<file path="src/rtl/mem_arbiter_pkg.sv">
// Shared types and defaults for the fetch/data memory arbiter.
// Optional host requester is enabled by defining MEM_ARBITER_HOST_EN.
package mem_arbiter_pkg;

  typedef enum logic [1:0] {
    IDLE   = 2'd0,
    ACCESS = 2'd1,
    RESP   = 2'd2
  } state_t;

  typedef enum logic [1:0] {
    FETCH = 2'd0,
    DATA  = 2'd1,
    HOST  = 2'd2
  } req_id_t;

  localparam int DEF_MEM_LAT    = 1;
  localparam int DEF_STARVE_MAX = 4;

endpackage

</file>
<file path="src/rtl/mem_arb_select.sv">
// Combinational winner selection: host > starved fetch > data > fetch.
// The host input exists only when MEM_ARBITER_HOST_EN is defined.
module mem_arb_select
  import mem_arbiter_pkg::*;
#(
  parameter int SW         = 3,
  parameter int STARVE_MAX = DEF_STARVE_MAX
) (
  input  logic          f_req,
  input  logic          d_req,
`ifdef MEM_ARBITER_HOST_EN
  input  logic          h_req,
`endif
  input  logic [SW-1:0] starve_cnt,
  output logic          grant_valid,
  output req_id_t       grant_id
);

  // priority chain; fetch overtakes data once it has waited STARVE_MAX grants
  always_comb begin
    grant_valid = 1'b0;
    grant_id    = FETCH;
`ifdef MEM_ARBITER_HOST_EN
    if (h_req) begin
      grant_valid = 1'b1;
      grant_id    = HOST;
    end else
`endif
    if (f_req && (starve_cnt == SW'(STARVE_MAX))) begin
      grant_valid = 1'b1;
      grant_id    = FETCH;
    end else if (d_req) begin
      grant_valid = 1'b1;
      grant_id    = DATA;
    end else if (f_req) begin
      grant_valid = 1'b1;
      grant_id    = FETCH;
    end else begin
      grant_valid = 1'b0;
      grant_id    = FETCH;
    end
  end

endmodule

</file>
<file path="src/rtl/mem_arbiter.sv">
// Arbitrates instruction-fetch and data requesters onto one memory port.
// Define MEM_ARBITER_HOST_EN to add a highest-priority host requester (h_*).
module mem_arbiter
  import mem_arbiter_pkg::*;
#(
  parameter int AW         = 32,
  parameter int DW         = 32,
  parameter int MEM_LAT    = DEF_MEM_LAT,
  parameter int STARVE_MAX = DEF_STARVE_MAX
) (
  input  logic          clk,
  input  logic          rst,
  input  logic          f_req,
  input  logic [AW-1:0] f_addr,
  output logic          f_ack,
  output logic [DW-1:0] f_rdata,
  input  logic          d_req,
  input  logic          d_we,
  input  logic [AW-1:0] d_addr,
  input  logic [DW-1:0] d_wdata,
  output logic          d_ack,
  output logic [DW-1:0] d_rdata,
  output logic          mem_en,
  output logic          mem_wen,
  output logic [AW-1:0] mem_addr,
  output logic [DW-1:0] mem_wdata,
  input  logic [DW-1:0] mem_rdata,
  output logic          busy
`ifdef MEM_ARBITER_HOST_EN
  ,
  input  logic          h_req,
  input  logic          h_we,
  input  logic [AW-1:0] h_addr,
  input  logic [DW-1:0] h_wdata,
  output logic          h_ack,
  output logic [DW-1:0] h_rdata
`endif
);

  localparam int SW = (STARVE_MAX < 1) ? 1 : $clog2(STARVE_MAX + 1);
  localparam int LW = 3;

  state_t        state_r, state_nxt_s;
  req_id_t       id_r, id_nxt_s;
  logic          we_r, we_nxt_s;
  logic [AW-1:0] addr_r, addr_nxt_s;
  logic [DW-1:0] wdata_r, wdata_nxt_s;
  logic [LW-1:0] lat_r, lat_nxt_s;
  logic [SW-1:0] starve_r, starve_nxt_s;
  logic [DW-1:0] rdata_r;
  logic          cap_s, done_s, acc_nxt_s;
  logic          grant_valid_s;
  req_id_t       grant_id_s;

  mem_arb_select #(
    .SW         (SW),
    .STARVE_MAX (STARVE_MAX)
  ) u_select (
    .f_req       (f_req),
    .d_req       (d_req),
`ifdef MEM_ARBITER_HOST_EN
    .h_req       (h_req),
`endif
    .starve_cnt  (starve_r),
    .grant_valid (grant_valid_s),
    .grant_id    (grant_id_s)
  );

  // next-state, latch and starve-counter logic
  always_comb begin
    state_nxt_s  = state_r;
    id_nxt_s     = id_r;
    we_nxt_s     = we_r;
    addr_nxt_s   = addr_r;
    wdata_nxt_s  = wdata_r;
    lat_nxt_s    = lat_r;
    starve_nxt_s = starve_r;
    cap_s        = 1'b0;
    done_s       = 1'b0;
    case (state_r)
      IDLE: begin
        lat_nxt_s = {LW{1'b0}};
        if (grant_valid_s) begin
          state_nxt_s = ACCESS;
          id_nxt_s    = grant_id_s;
          case (grant_id_s)
            DATA: begin
              we_nxt_s    = d_we;
              addr_nxt_s  = d_addr;
              wdata_nxt_s = d_wdata;
            end
`ifdef MEM_ARBITER_HOST_EN
            HOST: begin
              we_nxt_s    = h_we;
              addr_nxt_s  = h_addr;
              wdata_nxt_s = h_wdata;
            end
`endif
            default: begin
              we_nxt_s    = 1'b0;
              addr_nxt_s  = f_addr;
              wdata_nxt_s = {DW{1'b0}};
            end
          endcase
        end else begin
          state_nxt_s = IDLE;
        end
        // host grants leave the counter alone; only fetch/data affect it
        if (grant_valid_s && (grant_id_s == FETCH)) begin
          starve_nxt_s = {SW{1'b0}};
        end else if (!f_req) begin
          starve_nxt_s = {SW{1'b0}};
        end else if (grant_valid_s && (grant_id_s == DATA) &&
                     (starve_r != SW'(STARVE_MAX))) begin
          starve_nxt_s = starve_r + SW'(1);
        end else begin
          starve_nxt_s = starve_r;
        end
      end
      ACCESS: begin
        if (lat_r == LW'(MEM_LAT - 1)) begin
          state_nxt_s = RESP;
          cap_s       = 1'b1;
        end else begin
          lat_nxt_s = lat_r + LW'(1);
        end
      end
      RESP: begin
        state_nxt_s = IDLE;
        done_s      = 1'b1;
      end
      default: begin
        state_nxt_s = IDLE;
      end
    endcase
  end

  assign acc_nxt_s = (state_nxt_s == ACCESS);

  // state, latched request and registered outputs (memory port follows next state)
  always_ff @(posedge clk) begin
    if (rst) begin
      state_r   <= IDLE;
      id_r      <= FETCH;
      we_r      <= 1'b0;
      addr_r    <= {AW{1'b0}};
      wdata_r   <= {DW{1'b0}};
      lat_r     <= {LW{1'b0}};
      starve_r  <= {SW{1'b0}};
      rdata_r   <= {DW{1'b0}};
      mem_en    <= 1'b0;
      mem_wen   <= 1'b0;
      mem_addr  <= {AW{1'b0}};
      mem_wdata <= {DW{1'b0}};
      busy      <= 1'b0;
      f_ack     <= 1'b0;
      d_ack     <= 1'b0;
      f_rdata   <= {DW{1'b0}};
      d_rdata   <= {DW{1'b0}};
`ifdef MEM_ARBITER_HOST_EN
      h_ack     <= 1'b0;
      h_rdata   <= {DW{1'b0}};
`endif
    end else begin
      state_r   <= state_nxt_s;
      id_r      <= id_nxt_s;
      we_r      <= we_nxt_s;
      addr_r    <= addr_nxt_s;
      wdata_r   <= wdata_nxt_s;
      lat_r     <= lat_nxt_s;
      starve_r  <= starve_nxt_s;
      if (cap_s) rdata_r <= mem_rdata;
      mem_en    <= acc_nxt_s;
      mem_wen   <= acc_nxt_s & we_nxt_s;
      mem_addr  <= acc_nxt_s ? addr_nxt_s : {AW{1'b0}};
      mem_wdata <= acc_nxt_s ? wdata_nxt_s : {DW{1'b0}};
      busy      <= (state_nxt_s != IDLE);
      f_ack     <= done_s && (id_r == FETCH);
      d_ack     <= done_s && (id_r == DATA);
      if (done_s && (id_r == FETCH)) f_rdata <= rdata_r;
      if (done_s && (id_r == DATA))  d_rdata <= we_r ? {DW{1'b0}} : rdata_r;
`ifdef MEM_ARBITER_HOST_EN
      h_ack     <= done_s && (id_r == HOST);
      if (done_s && (id_r == HOST))  h_rdata <= we_r ? {DW{1'b0}} : rdata_r;
`endif
    end
  end

endmodule

</file>
<file path="config.mk">
export PLATFORM = sky130hd
export DESIGN_NAME = mem_arbiter
export DESIGN_NICKNAME = d
export VERILOG_FILES = /design/src/rtl/mem_arbiter_pkg.sv /design/src/rtl/mem_arb_select.sv /design/src/rtl/mem_arbiter.sv
export SDC_FILE = /design/constraint.sdc
export NUM_CORES = 1
export LEC_CHECK = 0
export ABC_AREA = 1
export BUFFER_PORTS_ARGS = -buffer_cell sky130_fd_sc_hd__buf_2
export CAP_MARGIN = 20
export CORE_UTILIZATION = 30
export CTS_BUF_LIST = sky130_fd_sc_hd__clkbuf_16
export DETAILED_ROUTE_END_ITERATION = 6
export PLACE_DENSITY = 0.62
export SYNTH_ARGS = -nofsm -noshare
export SYNTH_HDL_FRONTEND = slang
export SYNTH_HIERARCHICAL = 1
export SYNTH_SLANG_ARGS = --single-unit
</file>
<file path="constraint.sdc">
create_clock -name clk -period 1.8 [get_ports clk]
set_clock_uncertainty 0.1 [all_clocks]
set_input_delay 0.09 -clock clk [delete_from_list [all_inputs] [get_ports clk]]
set_output_delay 0.09 -clock clk [all_outputs]
set_load 0.05 [all_outputs]
</file>
* Word level (Yosys, flattened, before mapping)
Cells that the tools add are included.
** Cells by class
- Add/subtract/negate cells :: 2
- Equality and inequality tests :: 9
- Multiplexer cells :: 26
- Bitwise logic cells :: 2
- Reduce and logical (&&, ||, !) cells :: 16
** Operators by type and width (count)
- two-way mux 32 bit :: 7
- two-way mux 3 bit :: 4
- two-way mux 1 bit :: 11
- equality test 2 x 1 -> 1 bit (second input constant) :: 4
- adder 3 x 1 -> 3 bit (second input constant) :: 2
- logical AND 1 bit :: 6
- zero test 2 bit :: 3
- case mux 3 bit (2 select lines) :: 1
- AND reduction 2 bit :: 3
- two-way mux 2 bit :: 2
- case mux 2 bit (2 select lines) :: 1
- nonzero test 2 bit :: 2
- equality test 3 bit (second input constant) :: 1
- zero test 3 bit :: 1
- inequality test 3 x 1 -> 1 bit (second input constant) :: 1
- inequality test 3 bit (second input constant) :: 1
- equality test 2 bit (second input constant) :: 1
- inequality test 2 bit (second input constant) :: 1
- OR reduction 2 bit :: 1
- AND 1 bit :: 1
- inverter 1 bit :: 1
** Word-level totals
- Flip-flop bits (word level) :: 240
- Input bits :: 133
- Output and inout bits :: 133

* Longest topological paths before layout
- Depth after elaboration :: 9
- Gate-level depth with buffers :: 11
- Mapped depth without buffers :: 11

* Hierarchy
The synthesis kept the hierarchy.
** Modules (own cells, without submodules)
- mem_arbiter :: times used 1, cells an instance 1124, area each 8649.5 um^2, seq. area each 4804.6 um^2
- mem_arb_select :: times used 1, cells an instance 8, area each 37.5 um^2, seq. area each 0.0 um^2

* Least setup slack after synthesis
OpenSTA, ideal clock, no wires.
- Path type :: flip-flop to flip-flop
- From :: reg starve_r[2]
- To :: reg wdata_r[10]
- Library setup time :: 0.065 ns
- Data arrival time :: 1.439 ns
- Path slack :: 0.196 ns
- Stages on the path, launching flop included :: 11
- Buffers on the path :: 1
- Period minus slack after synthesis :: 1.604 ns
- Path through :: dfxtp_1 > nand2_1 > inv_1 > a21oi_1 > inv_1 > nor2_1 > clkbuf_1 > nand2_1 > nand2_1 > o21ai_0 > nor2_1
** On the way
- Word-level cells in the longest chain between the ends :: 7
** Ends and longest elaborated chain
- from (decl) :: RTL line mem_arbiter.sv:49 : logic [SW-1:0] starve_r, starve_nxt_s;
- from (signal assigned) :: RTL line mem_arbiter.sv:149 : starve_r <= {SW{1'b0}};
- from (signal assigned) :: RTL line mem_arbiter.sv:171 : starve_r <= starve_nxt_s;
- equality test 3 bit :: RTL line mem_arb_select.sv:29 : if (f_req && (starve_cnt == SW'(STARVE_MAX))) begin
- logical AND 1 bit :: RTL line mem_arb_select.sv:29
- two-way mux 2 bit :: RTL line mem_arb_select.sv:29
- named net grant_id_s[0] :: RTL line mem_arbiter.sv:53 : req_id_t grant_id_s;
- equality test 2 x 1 -> 1 bit :: RTL line mem_arbiter.sv:86 : case (grant_id_s)
- two-way mux 32 bit :: RTL line mem_arbiter.sv:86
- two-way mux 32 bit :: RTL line mem_arbiter.sv:83 : if (grant_valid_s) begin
- two-way mux 32 bit :: RTL line mem_arbiter.sv:80 : case (state_r)
- to (signal assigned) :: RTL line mem_arbiter.sv:147 : wdata_r <= {DW{1'b0}};
- to (signal assigned) :: RTL line mem_arbiter.sv:169 : wdata_r <= wdata_nxt_s;
- to (decl) :: RTL line mem_arbiter.sv:47 : logic [DW-1:0] wdata_r, wdata_nxt_s;
The timed path passes the listed nets, and every way through them passes these cells.
A chain may end at the register's enable or synchronous reset.

* Worst setup path in the final report
- From :: reg lat_r[0]
- To :: reg mem_addr[5]
** On the way
- Word-level cells in the longest chain between the ends :: 6
** Ends and longest elaborated chain
- from (decl) :: RTL line mem_arbiter.sv:48 : logic [LW-1:0] lat_r, lat_nxt_s;
- from (signal assigned) :: RTL line mem_arbiter.sv:148 : lat_r <= {LW{1'b0}};
- from (signal assigned) :: RTL line mem_arbiter.sv:170 : lat_r <= lat_nxt_s;
- zero test 3 bit :: RTL line mem_arbiter.sv:121 : if (lat_r == LW'(MEM_LAT - 1)) begin
- two-way mux 2 bit :: RTL line mem_arbiter.sv:121
- case mux 2 bit (2 select lines) :: RTL line mem_arbiter.sv:80
- equality test 2 x 1 -> 1 bit :: RTL line mem_arbiter.sv:138 : assign acc_nxt_s = (state_nxt_s == ACCESS);
- inverter 1 bit (no line)
- OR reduction 2 bit (no line)
- to (signal assigned) :: RTL line mem_arbiter.sv:153 : mem_addr <= {AW{1'b0}};
- to (signal assigned) :: RTL line mem_arbiter.sv:175 : mem_addr <= acc_nxt_s ? addr_nxt_s : {AW{1'b0}};
- to (decl) :: RTL line mem_arbiter.sv:25 : output logic [AW-1:0] mem_addr,
No other way between the ends.

==> impl_metrics.toml <==
[power_and_ir_drop]
comb_power_share_pct = 16.7
p_sw_share_pct = 27.0
p_seq_share_pct = 41.7
p_leak_nw = 6.22
internal_power_mw = 10.2
p_switching_mw = 3.80
clockPowerShare_pct = 41.6
irDropWorstVdd_v = 0.00100
p_per_area_mw_per_mm2 = 1100

[grt]
antenna_found_initial = 1
grt_usage_pct = 15.9
grt_max_degree = 100
grt_pass1_wl_mm = 37.8
grt_overflow = 0
grt_pass1_vias = 8019

[routing]
vias = 8284
wl_per_cell_um = 12.8
drc = 0
antenna_left = 0
drtIter0Drc = 357
drtPass1Iterations = 5
drt-total-wl_mm = 24.5
viasPerCell = 4.34

[sta]
period_minus_slack_ns = 1.67
maxSlewViolCount = 0
fmax_mhz = 598
rsz0062_at_grt = "true"
period_share_pct = 93.0
hold_violations = 0
setup_viol = 0
setup_tns_ns = 0
hold_ws_ns = 0.260
finalWorstSetupSlack_ns = 0.127

[run]
maxCapViolCount = 0

[synthesis]
synth_edf_count = 0
avgSynthCellArea_um2 = 7.67
ys_seq_area_share_pct = 55.3
synth_ff_type = "dfxtp_1"
postSynth.asyncResetShare_pct = 0
synth_cells = 1132
synth_warnings = 6
syn_area_mm2 = 0.00869
ys_ff_latch = 240
synth_top_area_share_pct = 55.3
synth_fp_nets = 1269
ys_types = 27
synth.area.top_cells = "dfxtp_1 55%, nor2_1 10%, nand2_1 7.7%"
synth_top_area_cell = "dfxtp_1"

[worst_setup_path]
required_ns = 2.11
worst-r2r-cell-count = 9
crit_type = "flop to flop"
cp-end-kind = "flop"
cp_data_arrival_time_ns = 1.98
worst-path-max-fanout = 38
cp-start-kind = "flop"

[cells_and_area]
fin_nets = 1651
most-common-layout-cells = "265 x buf_2, 240 x dfxtp_1, 237 x nor2_1"
num-fill-cells = 2668
final_common_cell = "buf_2"
synthToLayoutAreaGrowth_pct = 47.0
drive_gt1_share_pct = 22.1
fin_util_pct = 45.3

[clocking]
clk_transition_reported_paths_ns = 0.06
clk_path_buf_depth = 3
cts_tree = "yes"
cts.sinks = 240
cts-root-buf = "clkbuf_16"
clk_latency_ns = 0.52
ctsHtreeMaxLevel = 1
numCtsBuffers = 27

[placed_design]
dpl.hpwl_mm = 14.8
dp_slack_ns = 0.0751
port_buffers = 265
gp_congestion = 0.741

[worst_hold_path]
hp-class = "input port to flop"
whs_path_depth = 4

[die]
boundaryPins = 266
initial_core_util_pct = 30.8
row_count = 61
fp.coreArea_mm2 = 0.0282
die-width_um = 172
die_height_um = 172
dieArea_mm2 = 0.0296

[run_status]
status = "completed"
power by group through the flow:
| stage | Sequential, mW | Combinational, mW | Clock, mW |
|---|---|---|---|
| floorplan | 6.48 | 0.988 | 0 |
| global placement | 5.96 | 2.09 | 0 |
| detailed placement | 5.97 | 2.11 | 0 |
| CTS | 5.85 | 2.34 | 6.02 |
| global route | 5.89 | 2.60 | 6.26 |
| finish | 5.85 | 2.35 | 5.85 |
layout make-up:
type / instances / area (um^2) / share of cell area (%)
diodes: 1 / 2.50 / 0.0196
clock buffers: 27 / 676 / 5.29
clock inverters: 19 / 268 / 2.10
inverters: 150 / 568 / 4.45
multi-input cells: 672 / 3000 / 23.5
flip-flops and latches: 240 / 4800 / 37.6
well taps: 378 / 473 / 3.70
repair buffers: 423 / 2980 / 23.3
stage by stage:
stage / instance area, um^2 / power [mW] / instances
final: 12800 / 14.0 / 1910
after global routing: 12800 / 14.7 / 1910
after detailed placement: 10500 / 8.08 / 1729
after CTS: 12700 / 14.2 / 1907
after global placement: 10500 / 8.05 / 1729
after floorplan: 8690 / 7.47 / 1132
kinds of logic (layout without fill, tap and decap cells):
group	count (synthesis)	count (layout)	synth area share, %
AOI/OAI and AO/OA	207	207	12.9
xor gates and xnor gates	1	1	0.101
and+or+nand+nor	459	459	20.6
DFF	240	240	55.3
adders and majority gates	4	4	0.576
buffers and inverters	220	619	10.5
other	1	2	0.0432
routing by layer:
| metal | vias to the layer above | GRT usage, % | share of wire (%) | wire [um] |
|---|---|---|---|---|
| li1 | 4278 | - | - | - |
| met1 | 3708 | 17.2 | 41 | 10000 |
| met2 | 233 | 29.2 | 49 | 11900 |
| met3 | 65 | 3.80 | 6.3 | 1530 |
| met4 | 0 | 7.23 | 4.0 | 975 |
| met5 | - | 0 | 0 | 0 |
Yosys cell counts (4+ instances only):
cell	instances
a21oi_1	9
buf_1	5
buf_2	13
buf_4	5
buf_6	6
clkbuf_1	39
dfxtp_1	240
ha_1	4
inv_1	148
nand2_1	178
nand3_1	37
nor2_1	238
o211ai_1	32
o21ai_0	109
o21ai_1	54
final timing paths:
check / from / endpoint / slack (ns)
min reg2reg: f_rdata[3]$_SDFFE_PP0P_ / f_rdata[3]$_SDFFE_PP0P_ / 0.38
min: mem_rdata[25] / rdata_r[25]$_SDFFE_PP0P_ / 0.26
max reg2reg: lat_r[0]$_SDFFE_PP0P_ / mem_addr[5]$_SDFF_PP0_ / 0.13
max: lat_r[0]$_SDFFE_PP0P_ / mem_addr[5]$_SDFF_PP0_ / 0.13
flip-flops by register name, summed over array words and instances (netlist names), 32 cells and up:
| register | count |
|---|---|
| addr_r | 32 |
| d_rdata | 32 |
| f_rdata | 32 |
| mem_addr | 32 |
| mem_wdata | 32 |
| rdata_r | 32 |
| wdata_r | 32 |
critical path: stages (launching register included):
cell and delay, ns:
dfxtp_1 0.33, inv_1 0.06, ha_1 0.13, inv_1 0.03, nor2_1 0.20, buf_4 0.16, o21ai_1 0.06, nand2_2 0.16
buf_12 0.23, nor2_1 0.07
what timing repair did:
action                                  4_1_cts  5_1_grt
hold buffers                                132        0
setup buffers                                 0        2
resized for setup                             0        4
endpoints found under the setup margin        0       71
endpoints found under the hold margin       168        0
No activity file was read; power rests on OpenSTA's default activity.
